File: src/rtl/pipe_fetch_unit.sv
// Fetch stage: byte-addressed PC, one-cycle synchronous instruction memory,
// show-ahead prefetch FIFO toward decode, and redirect with full flush.
module pipe_fetch_unit #(
    parameter int unsigned            ADDR_WIDTH = 32,
    parameter int unsigned            DEPTH      = 4,
    parameter logic [ADDR_WIDTH-1:0]  RESET_PC   = '0,
    parameter int unsigned            PC_STEP    = 4
) (
    input  logic                          clk1,
    input  logic                          reset1,
    output logic                          imem_req,
    output logic [ADDR_WIDTH-1:0]         imem_addr,
    input  logic [31:0]                   imem_rdata,
    output logic                          instr_valid,
    output logic [31:0]                   instr,
    output logic [ADDR_WIDTH-1:0]         instr_pc,
    input  logic                          instr_ready,
    input  logic                          redirect_en,
    input  logic [ADDR_WIDTH-1:0]         redirect_pc,
    output logic [$clog2(DEPTH+1)-1:0]    fifo_count
);

    localparam int unsigned CW = $clog2(DEPTH + 1);
    localparam int unsigned PW = $clog2(DEPTH);
    localparam int unsigned OW = CW + 1;

    generate
        if (DEPTH < 2 || (DEPTH & (DEPTH - 1)) != 0) begin : g_bad_depth
            $error("pipe_fetch_unit: DEPTH must be a power of two and at least 2");
        end
    endgenerate

    logic [ADDR_WIDTH-1:0] fetch_pc;
    logic [ADDR_WIDTH-1:0] inflight_pc;
    logic                  inflight;
    logic [CW-1:0]         count;
    logic [PW-1:0]         rd_ptr;
    logic [PW-1:0]         wr_ptr;
    logic [31:0]           instr_mem [DEPTH];
    logic [ADDR_WIDTH-1:0] pc_mem    [DEPTH];

    logic          pop;
    logic          push;
    logic          credit;
    logic [OW-1:0] occupancy;

    // Credit counts the in-flight response and lets a same-cycle pop free a slot.
    always_comb begin
        pop         = 1'b0;
        push        = 1'b0;
        credit      = 1'b0;
        occupancy   = '0;
        instr_valid = (count != '0) && !redirect_en;
        pop         = instr_valid && instr_ready;
        push        = inflight && !redirect_en;
        occupancy   = OW'(count) + OW'(inflight) - OW'(pop);
        credit      = occupancy < OW'(DEPTH);
        imem_req    = !reset1 && !redirect_en && credit;
    end

    assign imem_addr  = fetch_pc;
    assign instr      = instr_mem[rd_ptr];
    assign instr_pc   = pc_mem[rd_ptr];
    assign fifo_count = count;

    // Control state; redirect wins over request, push and pop.
    always_ff @(posedge clk1 or posedge reset1) begin
        if (reset1) begin
            fetch_pc    <= RESET_PC;
            inflight_pc <= RESET_PC;
            inflight    <= 1'b0;
            count       <= '0;
            rd_ptr      <= '0;
            wr_ptr      <= '0;
        end else if (redirect_en) begin
            fetch_pc <= redirect_pc;
            inflight <= 1'b0;
            count    <= '0;
            rd_ptr   <= '0;
            wr_ptr   <= '0;
        end else begin
            inflight <= imem_req;
            if (imem_req) begin
                fetch_pc    <= fetch_pc + ADDR_WIDTH'(PC_STEP);
                inflight_pc <= fetch_pc;
            end
            if (push) begin
                wr_ptr <= wr_ptr + PW'(1);
            end
            if (pop) begin
                rd_ptr <= rd_ptr + PW'(1);
            end
            count <= count + CW'(push) - CW'(pop);
        end
    end

    // FIFO payload storage needs no reset; entries are qualified by count.
    always_ff @(posedge clk1) begin
        if (push) begin
            instr_mem[wr_ptr] <= imem_rdata;
            pc_mem[wr_ptr]    <= inflight_pc;
        end
    end

endmodule

File: config.mk
export PLATFORM = sky130hd
export DESIGN_NAME = pipe_fetch_unit
export DESIGN_NICKNAME = d
export VERILOG_FILES = /design/src/rtl/pipe_fetch_unit.sv
export SDC_FILE = /design/constraint.sdc
export NUM_CORES = 1
export LEC_CHECK = 0
export CAP_MARGIN = 20
export CORE_ASPECT_RATIO = 0.9
export CORE_MARGIN = 5
export CORE_UTILIZATION = 57
export CTS_BUF_LIST = sky130_fd_sc_hd__clkbuf_8
export CTS_CLUSTER_DIAMETER = 60
export DETAILED_ROUTE_END_ITERATION = 10
export PLACE_DENSITY = 0.82
export SYNTH_ARGS = -nofsm -noshare
export SYNTH_HDL_FRONTEND = slang
export SYNTH_SLANG_ARGS = --single-unit
File: constraint.sdc
create_clock -name clk1 -period 3.6 [get_ports clk1]
set_input_delay 0.54 -clock clk1 [delete_from_list [all_inputs] [get_ports clk1]]
set_output_delay 0.54 -clock clk1 [all_outputs]
set_load 0.05 [all_outputs]
Word-level counts from Yosys, hierarchy flattened
Memory sizes are Yosys's and may differ from the RTL's.
Cells that the tools add are included.
- $add $sub $neg: 7
- $lt $le $gt $ge: 1
- muxes and demuxes: 10
- bitwise logic cells: 1
- reduce and logical (&&, ||, !) cells: 12
- operators by type and width (kind ; count):
    32-bit 2-to-1 mux ; 2
    32-bit by 3-bit adder with 32-bit output (second input constant) ; 1
    2-bit 2-to-1 mux ; 4
    2-bit nonzero test ; 3
    1-bit logical AND ; 5
    2-bit by 1-bit adder with 2-bit output (second input constant) ; 2
    3-bit by 1-bit adder with 4-bit output ; 1
    4-bit by 3-bit < comparator with 1-bit output (second input constant) ; 1
    4-bit by 1-bit subtractor with 4-bit output ; 1
    3-bit by 1-bit adder with 3-bit output ; 1
    1-bit 2-to-1 mux ; 3
    3-bit 2-to-1 mux ; 1
    3-bit nonzero test ; 1
    3-bit by 1-bit subtractor with 3-bit output ; 1
    1-bit logical NOT ; 2
    2-bit AND reduction ; 1
    1-bit NOT ; 1
- register bits after elaboration: 72
- bits in writable memories: 256
- bits of input ports: 68
- logic and storage cells: 39
- memories: 2
- memory list (memory ; words ; bits a word ; rd ports ; clocked after Yosys merged registers in ; wr ports ; RTL line ; RTL):
    instr_mem ; 4 ; 32 ; 1 ; 0 ; 1 ; 39 ; logic [31:0] instr_mem [DEPTH];
    pc_mem ; 4 ; 32 ; 1 ; 0 ; 1 ; 40 ; logic [ADDR_WIDTH-1:0] pc_mem [DEPTH];

Depth between registers and ports, before layout
- word-level depth: 8
- mapped depth: 11
- depth with buffers taken out: 10

Worst setup path after synthesis
OpenSTA, ideal clock, no wires.
- path type: register to output
- start: register count[2], in the netlist fifo_count[2]
- end: output port imem_req
- arrival time: 2.996 ns
- required time: 3.060 ns
- slack: 0.064 ns
- stages on the path, launching flop included: 9
- path through: dfrtp_1 -> nor3_1 -> nor3b_1 -> ha_1 -> inv_1 -> ha_1 -> and3b_2 -> o211ai_1 -> a21oi_1
- word-level cells in the longest chain between the ends: 6
- RTL lines (item ; RTL line ; RTL):
    start: declaration ; 36 ; logic [CW-1:0] count;
    start signal: assignment ; 93 ; count <= count + CW'(push) - CW'(pop);
    parallel branches: the longest is 3 deep, another holds 3-bit by 1-bit adder with 4-bit output ; -- ;
    4-bit by 1-bit subtractor with 4-bit output (*) ; 56 ; occupancy = OW'(count) + OW'(inflight) - OW'(pop);
    4-bit by 3-bit < comparator with 1-bit output (*) ; 57 ; credit = occupancy < OW'(DEPTH);
    1-bit logical AND (*) ; 58 ; imem_req = !reset1 && !redirect_en && credit;
    end: declaration ; 11 ; output logic imem_req,
Mark *: on every way between the ends.

Worst setup path after layout
- start: register count[0], in the netlist fifo_count[0]
- end: output port imem_req
Same word-level chain as after synthesis.

==> reports/results.ini <==
[synthesis]
synth_cells = 675
syn_area_per_cell_um2 = 19.3
netlist_top_cells_area = edfxtp_1 59%, dfrtp_1 14%, mux4_2 11%
synthesis.area_um2 = 13000
async_reset_ff_frac = 0.220
ys.flop_type = edfxtp_1
synth_edf_count = 256
synth-seq-cells = 328
yosys_warnings = 0
synth_top_area_frac = 0.591
synth_largest_area_cell = edfxtp_1
syn_nets = 754
yosys.cell_types.count = 51
ys_seq_area_frac = 0.730

[clock_network]
cts_made_buffers = 50
cts_tree = yes
cts_max_path_buffers = 3
hold_buffers = 0
cts-root-buf = clkbuf_8
post_cts_buffers = 0
cts_sinks = 328
clk_pin_slew_worst_paths_ns = 0.06
cts-resized-gates = 0
cts_max_level = 2
clock_latency_ns = 0.54

[setup_path]
crit_arrival_ns = 2.88
critical_path.endpoint_type = primary output
path_max_fanout = 7
crit_path_start_kind = register
required_ns = 3.06
critical_path_class = reg2out

[route]
vias = 7125
drtIter0Drc = 525
vias_per_cell = 5.81
ant_nets = 0
first_pass_iters = 5
totalWireLength_um = 27200
routedWlPerCell_um = 22.2
drcViolationCount = 0

[layout]
fill_cells = 1411
final_util = 0.716
register_area_um2 = 9490
syn2layout_area_growth_pct = 23.9
final_common_cell = edfxtp_1
diodes = 0
drive_gt1_frac = 0.235
multi_input_area_um2 = 3310
final_cell_mix = 256 x edfxtp_1, 166 x clkdlybuf4s50_1, 70 x dfrtp_1, 64 x mux4_2, 52 x clkbuf_8
finalNetCount = 968

[die]
die_w_um = 169
die-area_um2 = 25900
initial_utilization = 0.578
io_pins = 169
die-height_um = 153
rows = 52
core-area_um2 = 22500

[sta]
rsz0062_at_grt = false
setup_viol = 0
slew_headroom = 0.476
setup_slack_ns = 0.181
hold_violations = 0
max_freq_ghz = 0.292
fin_setup_tns_ns = 0
clock-skew-final_ns = 0.0130
timing.final.crit_share = 0.950
worst_slew_pin_slew_ns = 0.785
drv_slew = 0
min_period_ns = 3.42

[placed_design]
routabilityCongestion = 0.895
dp_slack_ns = 0.286
io_buffers = 168
dp_hpwl_um = 18100

[global_routing]
overflow = 0
antenna_found_initial = 1
grt_pass1_vias = 7605
grt_max_degree = 75
grtUsageTotal = 0.211
grt_first_pass_wirelength_um = 42900

[pwr]
power.total_mw = 10.9
cellPowerDensity_nw_per_um2 = 679
p_leak_nw = 5.51
irDropWorstVdd_mv = 0.466

[min_path]
hp-class = reg2reg

[status]
outcome = completed

[job]
max_cap_viol_count = 0

-- final timing paths --
kind | start | slack (ns) | cells past startpoint | endpoint
setup reg to reg | fifo_count[0] | 0.66 | 10 | imem_addr[20]
min in group asynchronous | reset1 | 0.64 | 2 | imem_addr[24]
setup / recovery | fifo_count[0] | 0.18 | 9 | imem_req
hold reg to reg | inflight_pc[22] | 0.52 | 0 | pc_mem[1][22]
hold / removal | inflight_pc[22] | 0.52 | 0 | pc_mem[1][22]
max in group asynchronous | reset1 | 2.27 | 3 | rd_ptr[1]
-- cell type report --
class | instances | share of cell area
Clock buffer | 52 | 0.0444
Clock inverter | 41 | 0.0138
Inverter | 14 | 0.00326
Multi-Input combinational cell | 302 | 0.205
Sequential cell | 328 | 0.589
Tap cell | 297 | 0.0231
Timing Repair Buffer | 193 | 0.121
-- worst max-delay path: stages, from the launching register on --
cell and delay [ns]:
dfrtp_1 0.47, nor3_2 0.37, nor3b_2 0.11, ha_1 0.19, inv_1 0.05, ha_1 0.23, nand3b_1 0.17, nand4b_2 0.26
a21oi_1 0.26, buf_4 0.24
-- flip-flops by register name (all words and copies together), names as in the netlist --
register,cells
inflight,1
inflight_pc,32
instr_mem,128
pc_mem,128
rd_ptr,2
imem_addr,32
wr_ptr,2
fifo_count,3
-- kinds of logic after synthesis --
logic type	count (synthesis)	share of synthesized area
flip-flops	328	0.730
multiplexers	107	0.148
AND/OR/NAND/NOR	102	0.0427
AO/OA/AOI/OAI	55	0.0316
buffers and inverters	45	0.0185
XOR/XNOR	27	0.0188
adder cells (fa/ha/maj)	11	0.0112
-- synthesized netlist by cell type, drive strengths merged (6+ instances only) --
cell	count
a2111oi	9
a211oi	6
a21oi	11
and2	7
buf	19
clkbuf	12
dfrtp	72
edfxtp	256
ha	10
inv	14
mux2	40
mux4	64
nand2	36
nand3	9
nand4	10
nor2	16
o21ai	20
xnor2	19
xor2	8
-- through the flow --
stage	hold slack [ns]	cell area [um2]	std cells
5_1_grt	0.533	16100	1227
4_1_cts	0.516	16100	1227
3_3_place_gp	0.488	15200	1134
6_report	0.519	16100	1227
3_5_place_dp	0.505	15200	1134
2_1_floorplan	0.472	13000	675
-- report_power, final --
part	internal (mW)	leakage (nW)	total [mW]	switching, mW
sequential	4.67	3.19	5.09	0.414
clock	1.49	0.541	2.82	1.33
combinational	1.27	1.77	3.03	1.76
total	7.43	5.51	10.9	3.50
-- routing by layer --
layer	part of all wire	track usage	wire length (um)	vias up
met5	0.00040	0	11	-
met1	0.42	0.305	11400	3643
met3	0.079	0.0465	2160	35
met4	0.013	0.0468	355	2
li1	-	-	-	3129
met2	0.49	0.337	13200	316
No activity file was read; power rests on OpenSTA's default activity.
==> RTL edit: new RTL, same flow settings <==
Reset style: synchronous (`reset1`), changed in one clocked block.
--- a/src/rtl/pipe_fetch_unit.sv
+++ b/src/rtl/pipe_fetch_unit.sv
@@ -64,7 +64,7 @@
     assign fifo_count = count;
 
     // Control state; redirect wins over request, push and pop.
-    always_ff @(posedge clk1 or posedge reset1) begin
+    always_ff @(posedge clk1) begin
         if (reset1) begin
             fetch_pc    <= RESET_PC;
             inflight_pc <= RESET_PC;
Behaviour: differs if reset1 is asserted again (counterexample within 4 cycles, from zero or initial values and one cycle with reset1 high); with reset1 held inactive, the same outputs for 4 cycles.
==> RTL edit against the unedited design <==
Die area shrank 1.6%. Routed wire length is 1.4% lower. Setup slack worse by 0.018 ns. Sequential cell count grew 2. First-iteration DRC count increased by 25%. Design area fell by 0.42%. Synthesized area shrank 1.7%. Count of clock-buffer cells in the layout grew 8. Global-route usage is 0.065 points lower. Non-clock buffer count up 5. Sequential share of layout area down 1.7 points. Critical endpoint unchanged.
Power is not compared: it rests on default switching activity, and its combinational part moved more than twofold at a synthesized area within 25%.
==> RTL edit: results (changes against the unedited design) <==
<table>
<tr><th>Metric</th><th>Value</th></tr>
<tr><th colspan="2">Clock network</th></tr>
<tr><td>Clk Latency, worst-skew pair</td><td>0.56 ns (+0.02 ns)</td></tr>
<tr><td>Number of CTS-inserted buffers</td><td>52 (+4.0%)</td></tr>
<tr><th colspan="2">Setup path</th></tr>
<tr><td>Critical path origin</td><td>fifo_count[2]$_SDFF_PP0_</td></tr>
<tr><td>R2R depth</td><td>11 (+1)</td></tr>
<tr><td>Worst stage delay on the critical path</td><td>0.44 ns (-0.03 ns)</td></tr>
<tr><td>Terminus of the critical flop-to-flop path</td><td>imem_addr[15]$_SDFFE_PP0P_</td></tr>
<tr><th colspan="2">Placement</th></tr>
<tr><td>DP Wirelength</td><td>17300 um (-4.3%)</td></tr>
<tr><td>Placer congestion estimate</td><td>0.863 (-3.6%)</td></tr>
<tr><th colspan="2">Cells and area</th></tr>
<tr><td>Area occupied by registers</td><td>9180 sq um (-3.3%)</td></tr>
<tr><td>Count of plain and timing-repair buffers in the layout</td><td>198 (+2.6%)</td></tr>
<tr><td>Share of final-layout standard cells stronger than drive strength 1</td><td>0.181 (-0.0548)</td></tr>
<tr><td>Seq Cell Count</td><td>330 (+0.61%)</td></tr>
<tr><td>Count of nets after finishing</td><td>1024 (+5.8%)</td></tr>
<tr><td>Fraction of area in non-clock buffers</td><td>0.126 (+0.00519)</td></tr>
<tr><th colspan="2">Synthesis</th></tr>
<tr><td>Portion of netlist area occupied by mux cells</td><td>0.142 (-0.00608)</td></tr>
<tr><td>Number of unique standard cell types used by synthesis</td><td>56 (+9.8%)</td></tr>
<tr><td>Proportion of synthesized chip area in sequential cells</td><td>0.717 (-0.0126)</td></tr>
<tr><td>Async set-or-reset flop fraction in the synthesized netlist</td><td>0 (-0.220)</td></tr>
<tr><td>Adder-Cell Fraction of Synth Area</td><td>0.0113 (+0.000191)</td></tr>
<tr><td>Syn Area/Cell</td><td>17.4 sq um (-9.8%)</td></tr>
<tr><th colspan="2">STA</th></tr>
<tr><td>Transition time of the tightest slew-check pin</td><td>0.707 ns (-0.0775 ns)</td></tr>
<tr><th colspan="2">Route</th></tr>
<tr><td>Average vias per placed instance</td><td>5.75 (-1.0%)</td></tr>
<tr><td>Uppermost metal layer occupied by signal nets</td><td>met4</td></tr>
<tr><th colspan="2">Run status</th></tr>
<tr><td>Outcome</td><td>completed</td></tr>
<tr><th colspan="2">Global routing</th></tr>
<tr><td>Met3 GRT Util</td><td>0.0499 (+0.00340)</td></tr>
<tr><td>Global-route track usage on met2</td><td>0.325 (-0.0118)</td></tr>
<tr><td>First-pass GRT wire length</td><td>42700 um (-0.47%)</td></tr>
<tr><td>Overall routing resource usage</td><td>0.210 (-0.000650)</td></tr>
</table>
-- RTL edit: what timing repair did --
action	4_1_cts	5_1_grt
endpoints found under the hold margin	0	0
endpoints found under the setup margin	0	1
setup buffers	0	3
-- RTL edit: worst min-delay path by stage --
| stage | startpoint | to | slack (ns) | cells after the start |
|---|---|---|---|---|
| 5_1_grt | reset1 | imem_addr[24]$_SDFFE_PP0P_ | 0.29 | 2 |
| 6_report | reset1 | imem_addr[30]$_SDFFE_PP0P_ | 0.32 | 2 |
| 3_3_place_gp | inflight_pc[23]$_SDFFE_PP0P_ | pc_mem[2][23]$_DFFE_PP_ | 0.48 | 0 |
| 4_1_cts | reset1 | imem_addr[30]$_SDFFE_PP0P_ | 0.28 | 2 |
| 3_5_place_dp | inflight_pc[4]$_SDFFE_PP0P_ | pc_mem[0][4]$_DFFE_PP_ | 0.49 | 0 |
| 2_1_floorplan | inflight_pc[0]$_SDFFE_PP0P_ | pc_mem[0][0]$_DFFE_PP_ | 0.46 | 0 |
-- RTL edit: through the flow --
step                std cells  total power [mW]   util
detailed placement       1185              4.96  0.673
global route             1282              8.22  0.719
CTS                      1279              7.97  0.718
floorplan                 736              4.68      -
global placement         1185              4.94  0.673
finish                   1282              7.90  0.719
-- RTL edit: cells by family (layout without fill, tap and decap cells) --
| family | after synthesis | in the layout |
|---|---|---|
| AO/OA/AOI/OAI | 71 | 71 |
| flip-flops | 330 | 330 |
| AND/OR/NAND/NOR | 147 | 147 |
| XOR/XNOR | 10 | 10 |
| buffers and inverters | 66 | 315 |
| multiplexers | 101 | 101 |
| adder cells (fa/ha/maj) | 11 | 11 |
-- RTL edit: report_power, final --
part / switching (mW) / internal, mW
clock: 1.37 / 1.66
sequential: 0.0812 / 4.17
combinational: 0.375 / 0.255
